<file path="config.mk">
export PLATFORM = sky130hd
export DESIGN_NAME = kmeans_assign_ctrl
export DESIGN_NICKNAME = d
export VERILOG_FILES = /design/src/rtl/kmeans_assign_ctrl.sv
export SDC_FILE = /design/constraint.sdc
export NUM_CORES = 1
export LEC_CHECK = 0
export ABC_AREA = 0
export BUFFER_PORTS_ARGS = -buffer_cell sky130_fd_sc_hd__buf_2
export CAP_MARGIN = 5
export CORE_MARGIN = 2
export CORE_UTILIZATION = 54
export DETAILED_ROUTE_END_ITERATION = 8
export PLACE_DENSITY = 0.76
export SYNTH_ARGS = -nofsm -noshare
export SYNTH_HDL_FRONTEND = slang
export SYNTH_SLANG_ARGS = --single-unit
</file>
<file path="constraint.sdc">
create_clock -name clk -period 3 [get_ports clk]
set_input_delay 0 -clock clk [delete_from_list [all_inputs] [get_ports clk]]
set_output_delay 0 -clock clk [all_outputs]
set_load 0.005 [all_outputs]
</file>
<file path="src/rtl/kmeans_assign_ctrl.sv">
// K-means assignment-pass sequencer: walks every stored point, captures the
// comparator's one-hot winner, writes its core index and keeps per-core
// member counts plus a changed-assignment count for the convergence check.
module kmeans_assign_ctrl #(
    parameter int unsigned N_POINTS = 256,
    parameter int unsigned PW       = 8,
    parameter int unsigned CW       = 9
) (
    input  logic          clk,
    input  logic          rst_n,
    input  logic          start,
    input  logic          first_pass,
    input  logic [4:0]    k_active,
    input  logic [CW-1:0] thresh,
    output logic          pt_req,
    output logic [PW-1:0] pt_addr,
    input  logic          pt_ack,
    input  logic [3:0]    prev_idx,
    output logic [15:0]   en_cores,
    input  logic [15:0]   closest_core,
    output logic          assign_we,
    output logic [PW-1:0] assign_addr,
    output logic [3:0]    assign_idx,
    input  logic [3:0]    cnt_sel,
    output logic [CW-1:0] cnt_data,
    output logic [CW-1:0] changes,
    output logic          busy,
    output logic          done,
    output logic          converged,
    output logic          err
);

    localparam int unsigned NCORES = 16;
    localparam logic [PW-1:0] LAST_ADDR = PW'(N_POINTS - 1);

    typedef enum logic [1:0] {IDLE, REQ, UPD, DONE} state_t;

    state_t        state, state_n;
    logic [PW-1:0] pt_addr_n;
    logic [4:0]    k_q, k_n;
    logic          fp_q, fp_n;
    logic [3:0]    idx_q, idx_n;
    logic [3:0]    prev_q, prev_n;
    logic [CW-1:0] cnt_q [NCORES];
    logic [CW-1:0] cnt_n [NCORES];
    logic [CW-1:0] changes_n;
    logic          err_n, converged_n;
    logic [15:0]   en_cores_n;
    logic          pt_req_n, busy_n, done_n, assign_we_n;
    logic [PW-1:0] assign_addr_n;
    logic [3:0]    assign_idx_n;
    logic          k_ok;
    logic [3:0]    hot_idx;
    logic          hot_bad;

    // Lowest set bit of the comparator result; zero input maps to core 0.
    function automatic logic [3:0] lowest_idx(input logic [15:0] v);
        logic [3:0] r;
        r = 4'd0;
        for (int i = 15; i >= 0; i--) begin
            if (v[i]) r = 4'(i);
        end
        return r;
    endfunction

    // Decode of the comparator result and start-time k validity.
    always_comb begin
        hot_idx = lowest_idx(closest_core);
        hot_bad = (closest_core == 16'd0) || ((closest_core & (closest_core - 16'd1)) != 16'd0)
                  || ({1'b0, hot_idx} >= k_q);
        k_ok    = (k_active != 5'd0) && (k_active <= 5'd16);
    end

    // Next-state and next-register values.
    always_comb begin
        state_n       = state;
        pt_addr_n     = pt_addr;
        k_n           = k_q;
        fp_n          = fp_q;
        idx_n         = idx_q;
        prev_n        = prev_q;
        cnt_n         = cnt_q;
        changes_n     = changes;
        err_n         = err;
        converged_n   = converged;
        en_cores_n    = en_cores;
        assign_addr_n = assign_addr;
        assign_idx_n  = assign_idx;

        unique case (state)
            IDLE: begin
                if (start) begin
                    for (int i = 0; i < int'(NCORES); i++) cnt_n[i] = '0;
                    changes_n   = '0;
                    err_n       = 1'b0;
                    converged_n = 1'b0;
                    pt_addr_n   = '0;
                    k_n         = k_active;
                    fp_n        = first_pass;
                    if (k_ok) begin
                        en_cores_n = 16'((17'd1 << k_active) - 17'd1);
                        state_n    = REQ;
                    end else begin
                        en_cores_n = 16'd0;
                        err_n      = 1'b1;
                        state_n    = DONE;
                    end
                end
            end
            REQ: begin
                if (pt_ack) begin
                    idx_n   = hot_idx;
                    prev_n  = prev_idx;
                    if (hot_bad) err_n = 1'b1;
                    state_n = UPD;
                end
            end
            UPD: begin
                cnt_n[idx_q] = cnt_q[idx_q] + CW'(1);
                if (fp_q || (idx_q != prev_q)) changes_n = changes + CW'(1);
                if (pt_addr == LAST_ADDR) begin
                    state_n = DONE;
                end else begin
                    pt_addr_n = pt_addr + PW'(1);
                    state_n   = REQ;
                end
            end
            DONE: state_n = IDLE;
            default: state_n = IDLE;
        endcase

        if (state_n == UPD) begin
            assign_addr_n = pt_addr;
            assign_idx_n  = idx_n;
        end
        if (state_n == DONE) converged_n = (changes_n <= thresh);

        pt_req_n    = (state_n == REQ);
        busy_n      = (state_n == REQ) || (state_n == UPD);
        done_n      = (state_n == DONE);
        assign_we_n = (state_n == UPD);
    end

    // State and output registers.
    always_ff @(posedge clk or negedge rst_n) begin
        if (!rst_n) begin
            state       <= IDLE;
            pt_addr     <= '0;
            k_q         <= '0;
            fp_q        <= 1'b0;
            idx_q       <= '0;
            prev_q      <= '0;
            for (int i = 0; i < int'(NCORES); i++) cnt_q[i] <= '0;
            changes     <= '0;
            err         <= 1'b0;
            converged   <= 1'b0;
            en_cores    <= '0;
            pt_req      <= 1'b0;
            busy        <= 1'b0;
            done        <= 1'b0;
            assign_we   <= 1'b0;
            assign_addr <= '0;
            assign_idx  <= '0;
        end else begin
            state       <= state_n;
            pt_addr     <= pt_addr_n;
            k_q         <= k_n;
            fp_q        <= fp_n;
            idx_q       <= idx_n;
            prev_q      <= prev_n;
            cnt_q       <= cnt_n;
            changes     <= changes_n;
            err         <= err_n;
            converged   <= converged_n;
            en_cores    <= en_cores_n;
            pt_req      <= pt_req_n;
            busy        <= busy_n;
            done        <= done_n;
            assign_we   <= assign_we_n;
            assign_addr <= assign_addr_n;
            assign_idx  <= assign_idx_n;
        end
    end

    assign cnt_data = cnt_q[cnt_sel];

endmodule

</file>
==> impl_results.md, run 1 <==
* Top cells by area, synth: dfrtp_1 46%, mux4_2 13%, nand3_1 7.0%, o21ai_0 6.6%, mux4_1 4.1%
* Synth Flop Type: dfrtp_1
* Hpwl dp at 18,800 µm
* Starting DRC count in detailed routing at 695
* Final period utilization at 94.4%
* Startpoint Class: register
* Die H at 150 µm
* Post-synth ARST share at 100%
* Routability Congestion at 0.901
* Yosys Warn Count at 0
* FILL cells at 1,591
* RSZ-0062 raised after global routing: true
* Final WL at 29,400 µm
* Max Slew Vio Count at 0
* Max-Cap Viols at 0
* Syn Nets at 1,121
* Vias at 9,142
* Placed cell area at 12,400 µm²
* Area delta synth->final at 15.7%
* Mean Syn Cell Area at 10.9 µm²
* Starting Density at 55.1%
* Detail Route Antenna Nets at 0
* Final Hold Fails at 0
* CTS buffer count at 24
* Maximum clock path buffer count at 3
* Worst min-delay path class: primary input to register
* Layout cells sized above 1 at 24.8%
* Post-synth EDFFs at 0
* CTS tree: built
* DRC Markers at 0
* Commonest cells post-synth: 211 x dfrtp_1, 162 x nand3_1, 152 x o21ai_0
* GRT Total Usage at 27.2%
* Yosys cell types at 62
* Top-count cell post-synth: dfrtp_1
* Number of global-route vias before repair at 9,186
* Finished Layout Cells at 1,448
* Largest net degree at the start of global routing at 159
* Setup_tns at 0 ns
* Post-synthesis sequential area ratio at 45.6%
* Clock sinks at 211
* Clock latency on the worst-skew pair at 0.53 ns
* # setup viols final at 0
* Grt ovf at 0
* Status: completed
* Vias per inst at 6.31
* Nets@finish at 1,217
* IO buf count at 102
* Placed Cells at 1,382
* Worst hold slack at 0.0571 ns
* Die width at 150 µm
* Critical Path End Type: register
* Top Ports at 103
* WL per Instance at 20.3 µm
* DR pass1 iterations at 5
* Synth Cell Area at 11,600 µm²
* Setup Skew at 0.00884 ns
* Slew @ Worst Pin at 0.781 ns
* Max-Slew Margin vs Limit at 47.9%
* Synth Instances at 1,058
* Synth area leader: dfrtp_1
* Post-route cell area at 13,400 µm²
* Share of the synthesized area in the top cell type at 45.6%
* Core Area at 21,000 µm²
* WS Path Type: register to register
* H-tree depth at 1
* Number of synthesized register bits at 211
* Initial antenna violation count at 2
* VDD IR max at 454 µV
* Critical path fanouts, max at 44
* Power density cells at 655 nW/µm²
* Minimum clock period at 2.83 ns
* Clk root buf: clkbuf_16
* First-pass GRT wire length at 48,600 µm
* Worst Path Required at 3.41 ns
* Rows at 53
* Worst-path clk slew at 0.06 ns
* Leak Pwr at 5.93 nW
* Fmax at 353 MHz
* Die area at 22,600 µm²
* Critical path arrival at 3.25 ns
==> report_power, final <==
part	total [mW]	switching, mW	internal, mW	leakage [nW]
Sequential	3.43	0.238	3.19	2.87
Combinational	2.40	1.44	0.956	2.65
Clock	2.95	1.20	1.75	0.407
Total	8.77	2.88	5.90	5.93
==> worst paths after layout <==
check,from,endpoint,slack (ns),cells past startpoint
setup / recovery,idx_q[0],cnt_q[8],0.17,10
hold / removal,closest_core[3],idx_q[1],0.06,3
setup reg to reg,idx_q[0],cnt_q[8],0.17,10
hold reg to reg,k_q[4],k_q[4],0.48,2
max in group asynchronous,rst_n,en_cores[11],2.09,3
min in group asynchronous,rst_n,cnt_q[107],0.12,2
==> logic make-up after synthesis <==
kind of cell / count (synthesis) / share of synthesized area, %
simple gates: 330 / 13.7
flops: 211 / 45.6
xor+xnor: 22 / 2.02
buf+inv: 113 / 4.37
mux: 108 / 19.1
compound gates: 252 / 12.9
fa+ha+maj: 22 / 2.33
==> cell type report <==
class | instances | area (µm²) | share of cell area, %
Timing Repair Buffer | 157 | 1050 | 7.88
Clock inverter | 11 | 93.8 | 0.701
Clock buffer | 33 | 714 | 5.33
Multi-Input combinational cell | 734 | 5800 | 43.3
Antenna cell | 1 | 2.50 | 0.0187
Sequential cell | 211 | 5280 | 39.4
Tap cell | 275 | 344 | 2.57
Inverter | 26 | 97.6 | 0.729
==> routing by layer <==
metal,vias up,GRT usage (%),wire length (µm),part of all wire [%]
met5,-,0,0,0
met4,0,7.69,541,1.8
met3,56,5.33,2400,8.2
met2,410,44.2,14100,48
met1,4511,37.7,12300,42
li1,4165,-,-,-
==> layout by cell type, fill, tap and decap left out, drive strengths merged, types with 15 or more instances in the layout <==
cell type and count:
o21ai 167, dfrtp 211, dlygate4sd3 19, ha 20, clkbuf 34, mux2 21, mux4 83, buf 137
nand2 62, nand3 162, nor2 51, a21oi 15, inv 26
==> metrics by stage <==
step                power (mW)  util [%]  setup WS (ns)
floorplan                 5.03         -         0.0317
global placement          5.74      58.9          0.295
detailed placement        5.80      58.9          0.181
CTS                       8.80      63.6          0.164
global route              9.22      63.7        -0.0309
finish                    8.77      63.7          0.167
==> critical path, cell delays in order, from the launching register on <==
cell and delay (ns):
dfrtp_2 0.39, buf_12 0.30, mux4_1 0.60, a22oi_1 0.28, nand2_1 0.11, ha_1 0.25
o2111ai_1 0.12, nor2_2 0.10, xnor2_4 0.15, buf_4 0.17, o21ai_0 0.22
==> flip-flops by register name (all words and copies together) (netlist names) <==
signal,cells
en_cores,16
k_q,5
fp_q,1
pt_req,1
assign_idx,4
idx_q,4
prev_q,4
assign_we,1
converged,1
busy,1
err,1
cnt_q,144
changes,9
pt_addr,8
state,2
done,1
assign_addr,8
==> timing repair <==
item,CTS,global route
hold endpoints to repair,116,0
resized for setup,0,1
buffers inserted,0,2
endpoints found under the setup margin,0,2
hold buffers,19,0
(Power assumes the default switching activity.)
==> inputs of run 2 (changes only) <==
--- a/config.mk
+++ b/config.mk
@@ -9,9 +9,9 @@
 export BUFFER_PORTS_ARGS = -buffer_cell sky130_fd_sc_hd__buf_2
 export CAP_MARGIN = 5
 export CORE_MARGIN = 2
-export CORE_UTILIZATION = 54
+export CORE_UTILIZATION = 60
 export DETAILED_ROUTE_END_ITERATION = 8
-export PLACE_DENSITY = 0.76
+export PLACE_DENSITY = 0.8
 export SYNTH_ARGS = -nofsm -noshare
 export SYNTH_HDL_FRONTEND = slang
 export SYNTH_SLANG_ARGS = --single-unit
==> constraint.sdc (replaced) <==
create_clock -name clk -period 3.29 [get_ports clk]
set_input_delay 0 -clock clk [delete_from_list [all_inputs] [get_ports clk]]
set_output_delay 0 -clock clk [all_outputs]
set_load 0.005 [all_outputs]
==> run 2 against run 1 <==
Compared with the run above:
- utilization rose by 6.4 points
- clock-buffer cell count rose by 5
- maximum frequency fell by 8.1%
- sequential power fell by 7.9%
- sequential share of layout area rose by 0.57 points
- die area fell by 9.7%
- worst hold slack improved by 0.028 ns
- sequential cell count did not move
- critical path depth fell by 2
- cell count fell by 2.2%
- setup slack improved by 0.039 ns
- critical endpoint is now cnt_q[6]
- largest cell class unchanged
- largest power group unchanged
- highest routed layer unchanged
==> impl_results.md, run 2 (synthesized netlist as in run 1, its figures left out) <==
* VDD IR max at 447 µV (-1.8%)
* Area delta synth->final at 14.0%
* FF-to-FF path depth at 8 (-2)
* Rows at 50 (-5.7%)
* Critical path arrival at 3.43 ns (+0.18 ns)
* GRT Total Usage at 30.6% (+3.4 points)
* Number of global-route vias before repair at 9,211 (+0.27%)
* Die H at 143 µm (-5.0%)
* DRC Markers at 0 (unchanged)
* Met2 Wirelength at 14,600 µm (+3.8%)
* # setup viols final at 0 (unchanged)
* H-tree depth at 1 (unchanged)
* Startpoint Class: register
* Routability Congestion at 0.886 (-1.7%)
* Commonest non-fill, non-tap cell in the layout: dfrtp_1
* Die area at 20,400 µm² (-9.7%)
* Largest net degree at the start of global routing at 130 (-18%)
* Setup crit start: idx_q[0]
* Grt ovf at 0 (unchanged)
* Worst min-delay path class: primary input to register
* Layout cells sized above 1 at 23.4% (-1.5 points)
* Max FFs per register at 144 (unchanged)
* Leak Pwr at 5.83 nW (-1.6%)
* Power density cells at 593 nW/µm² (-9.4%)
* Largest regs: cnt_q: 144 flops, en_cores: 16 flops, changes: 9 flops
* Detail Route Antenna Nets at 0 (unchanged)
* Vias at 9,315 (+1.9%)
* Critical path fanouts, max at 23 (-48%)
* Most frequent cells in the layout: 209 x dfrtp_1, 162 x nand3_1, 152 x o21ai_0
* Initial antenna violation count at 0 (-2)
* CP endpoint: cnt_q[6]
* CTS tree: built
* Setup Skew at 0.0139 ns (+0.00511 ns)
* Top reg by flops: cnt_q
* IO buf count at 102 (unchanged)
* RSZ-0062 raised after global routing: false
* Metal3 WL at 2580 µm (+7.5%)
* R2R Path Start: idx_q[0]
* Starting DRC count in detailed routing at 820 (+18%)
* Max Slew Vio Count at 0 (unchanged)
* Top Metal Used: met4
* Vias per inst at 6.58 (+4.2%)
* CTS buffer count at 24 (unchanged)
* Slew @ Worst Pin at 1.09 ns (+0.310 ns)
* Setup_tns at 0 ns (unchanged)
* WS Path Type: register to register
* Worst Path Required at 3.63 ns (+0.22 ns)
* Reg-to-reg endpoint: cnt_q[6]
* Starting Density at 61.5% (+6.4 points)
* Clock sinks at 211 (unchanged)
* Minimum clock period at 3.08 ns (+0.251 ns)
* Tot Pwr at 7.84 mW (-11%)
* Nets@finish at 1,203 (-1.2%)
* First-pass GRT wire length at 48,800 µm (+0.47%)
* Worst-path clk slew at 0.06 ns (about the same)
* Core Area at 18,800 µm² (-10%)
* R2R setup slack at 0.21 ns (+0.04 ns)
* Critical Path End Type: register
* N_diodes at 0 (-1)
* Clock latency on the worst-skew pair at 0.52 ns (about the same)
* WL per Instance at 21.3 µm (+5.2%)
* Final period utilization at 93.7% (-0.69 points)
* Final Hold Fails at 0 (unchanged)
* Post-CTS Setup Repair Bufs at 0 (unchanged)
* Maximum clock path buffer count at 3 (unchanged)
* Fmax at 324 MHz (-8.1%)
* Max-Cap Viols at 0 (unchanged)
* Final WL at 30,200 µm (+2.8%)
* Clk root buf: clkbuf_16
* Top Ports at 103 (unchanged)
* Wire length on met1 at 12,000 µm (-2.5%)
* Hpwl dp at 18,700 µm (-0.68%)
* Status: completed
* DR pass1 iterations at 6 (+1)
* Max-Slew Margin vs Limit at 27.3% (-21 points)
* Die width at 143 µm (-5.0%)
==> run 2: cell types whose count changed in the layout (fill, tap and decap cells not counted), sizes merged <==
cell	before	now
buf	137	124
bufinv	1	0
clkbuf	34	39
clkinv	9	4
clkinvlp	1	0
diode	1	0
dlygate4sd3	19	18
==> run 2: worst max-delay path: stages, from the launching register on <==
cell and delay (ns):
dfrtp_2 0.44, buf_12 0.21, mux4_1 0.59, a22oi_1 0.26, nand2_1 0.21, nand4_1 0.26
nor2_1 0.11, xnor2_2 0.56, o21ai_0 0.23
==> run 2: what timing repair did <==
item                                   CTS  global route
gates resized for setup                  0             1
endpoints found under the hold margin  120             0
setup endpoints to repair                0            10
hold buffers                            18             0
==> run 2: worst min-delay path by stage <==
stage	startpoint	endpoint	slack (ns)	depth (start not counted)
global route	closest_core[3]	idx_q[1]	0.13	3
global placement	rst_n	cnt_q[103]	0.14	1
finish	closest_core[2]	idx_q[1]	0.09	3
CTS	closest_core[2]	idx_q[1]	0.08	3
floorplan	rst_n	assign_addr[0]	-0.30	0
detailed placement	rst_n	cnt_q[94]	0.14	1
==> run 2: power by group <==
part	switching (mW)	leakage [nW]	internal [mW]
registers	0.247	2.87	2.91
logic	1.27	2.59	0.848
clock network	1.04	0.375	1.52
==> run 2: final cells by class <==
| type | count | area (µm²) |
|---|---|---|
| clock buffer | 38 | 734 |
| clock inverter | 4 | 20.0 |
| fill | 1324 | 5630 |
| inverter | 26 | 97.6 |
| multi-input combinational | 734 | 5810 |
| sequential | 211 | 5280 |
| tap | 260 | 325 |
| timing repair buffer | 143 | 935 |
==> run 2: stage by stage <==
step                      area (µm²)  std cells  utilization [%]  hold WS, ns  worst slack, ns
after floorplan                11600       1058                -       -0.296            0.322
after global placement         12300       1356             65.1        0.137            0.419
after detailed placement       12300       1356             65.1        0.143            0.289
after CTS                      13200       1416             70.1       0.0848            0.223
after global routing           13200       1416             70.1        0.126           0.0517
final                          13200       1416             70.1       0.0853            0.206
==> run 2: layer usage <==
layer,GRT usage (%),vias to the layer above
met5,0,-
met4,11.1,0
met3,6.61,91
met2,49.4,478
met1,41.3,4618
li1,-,4128
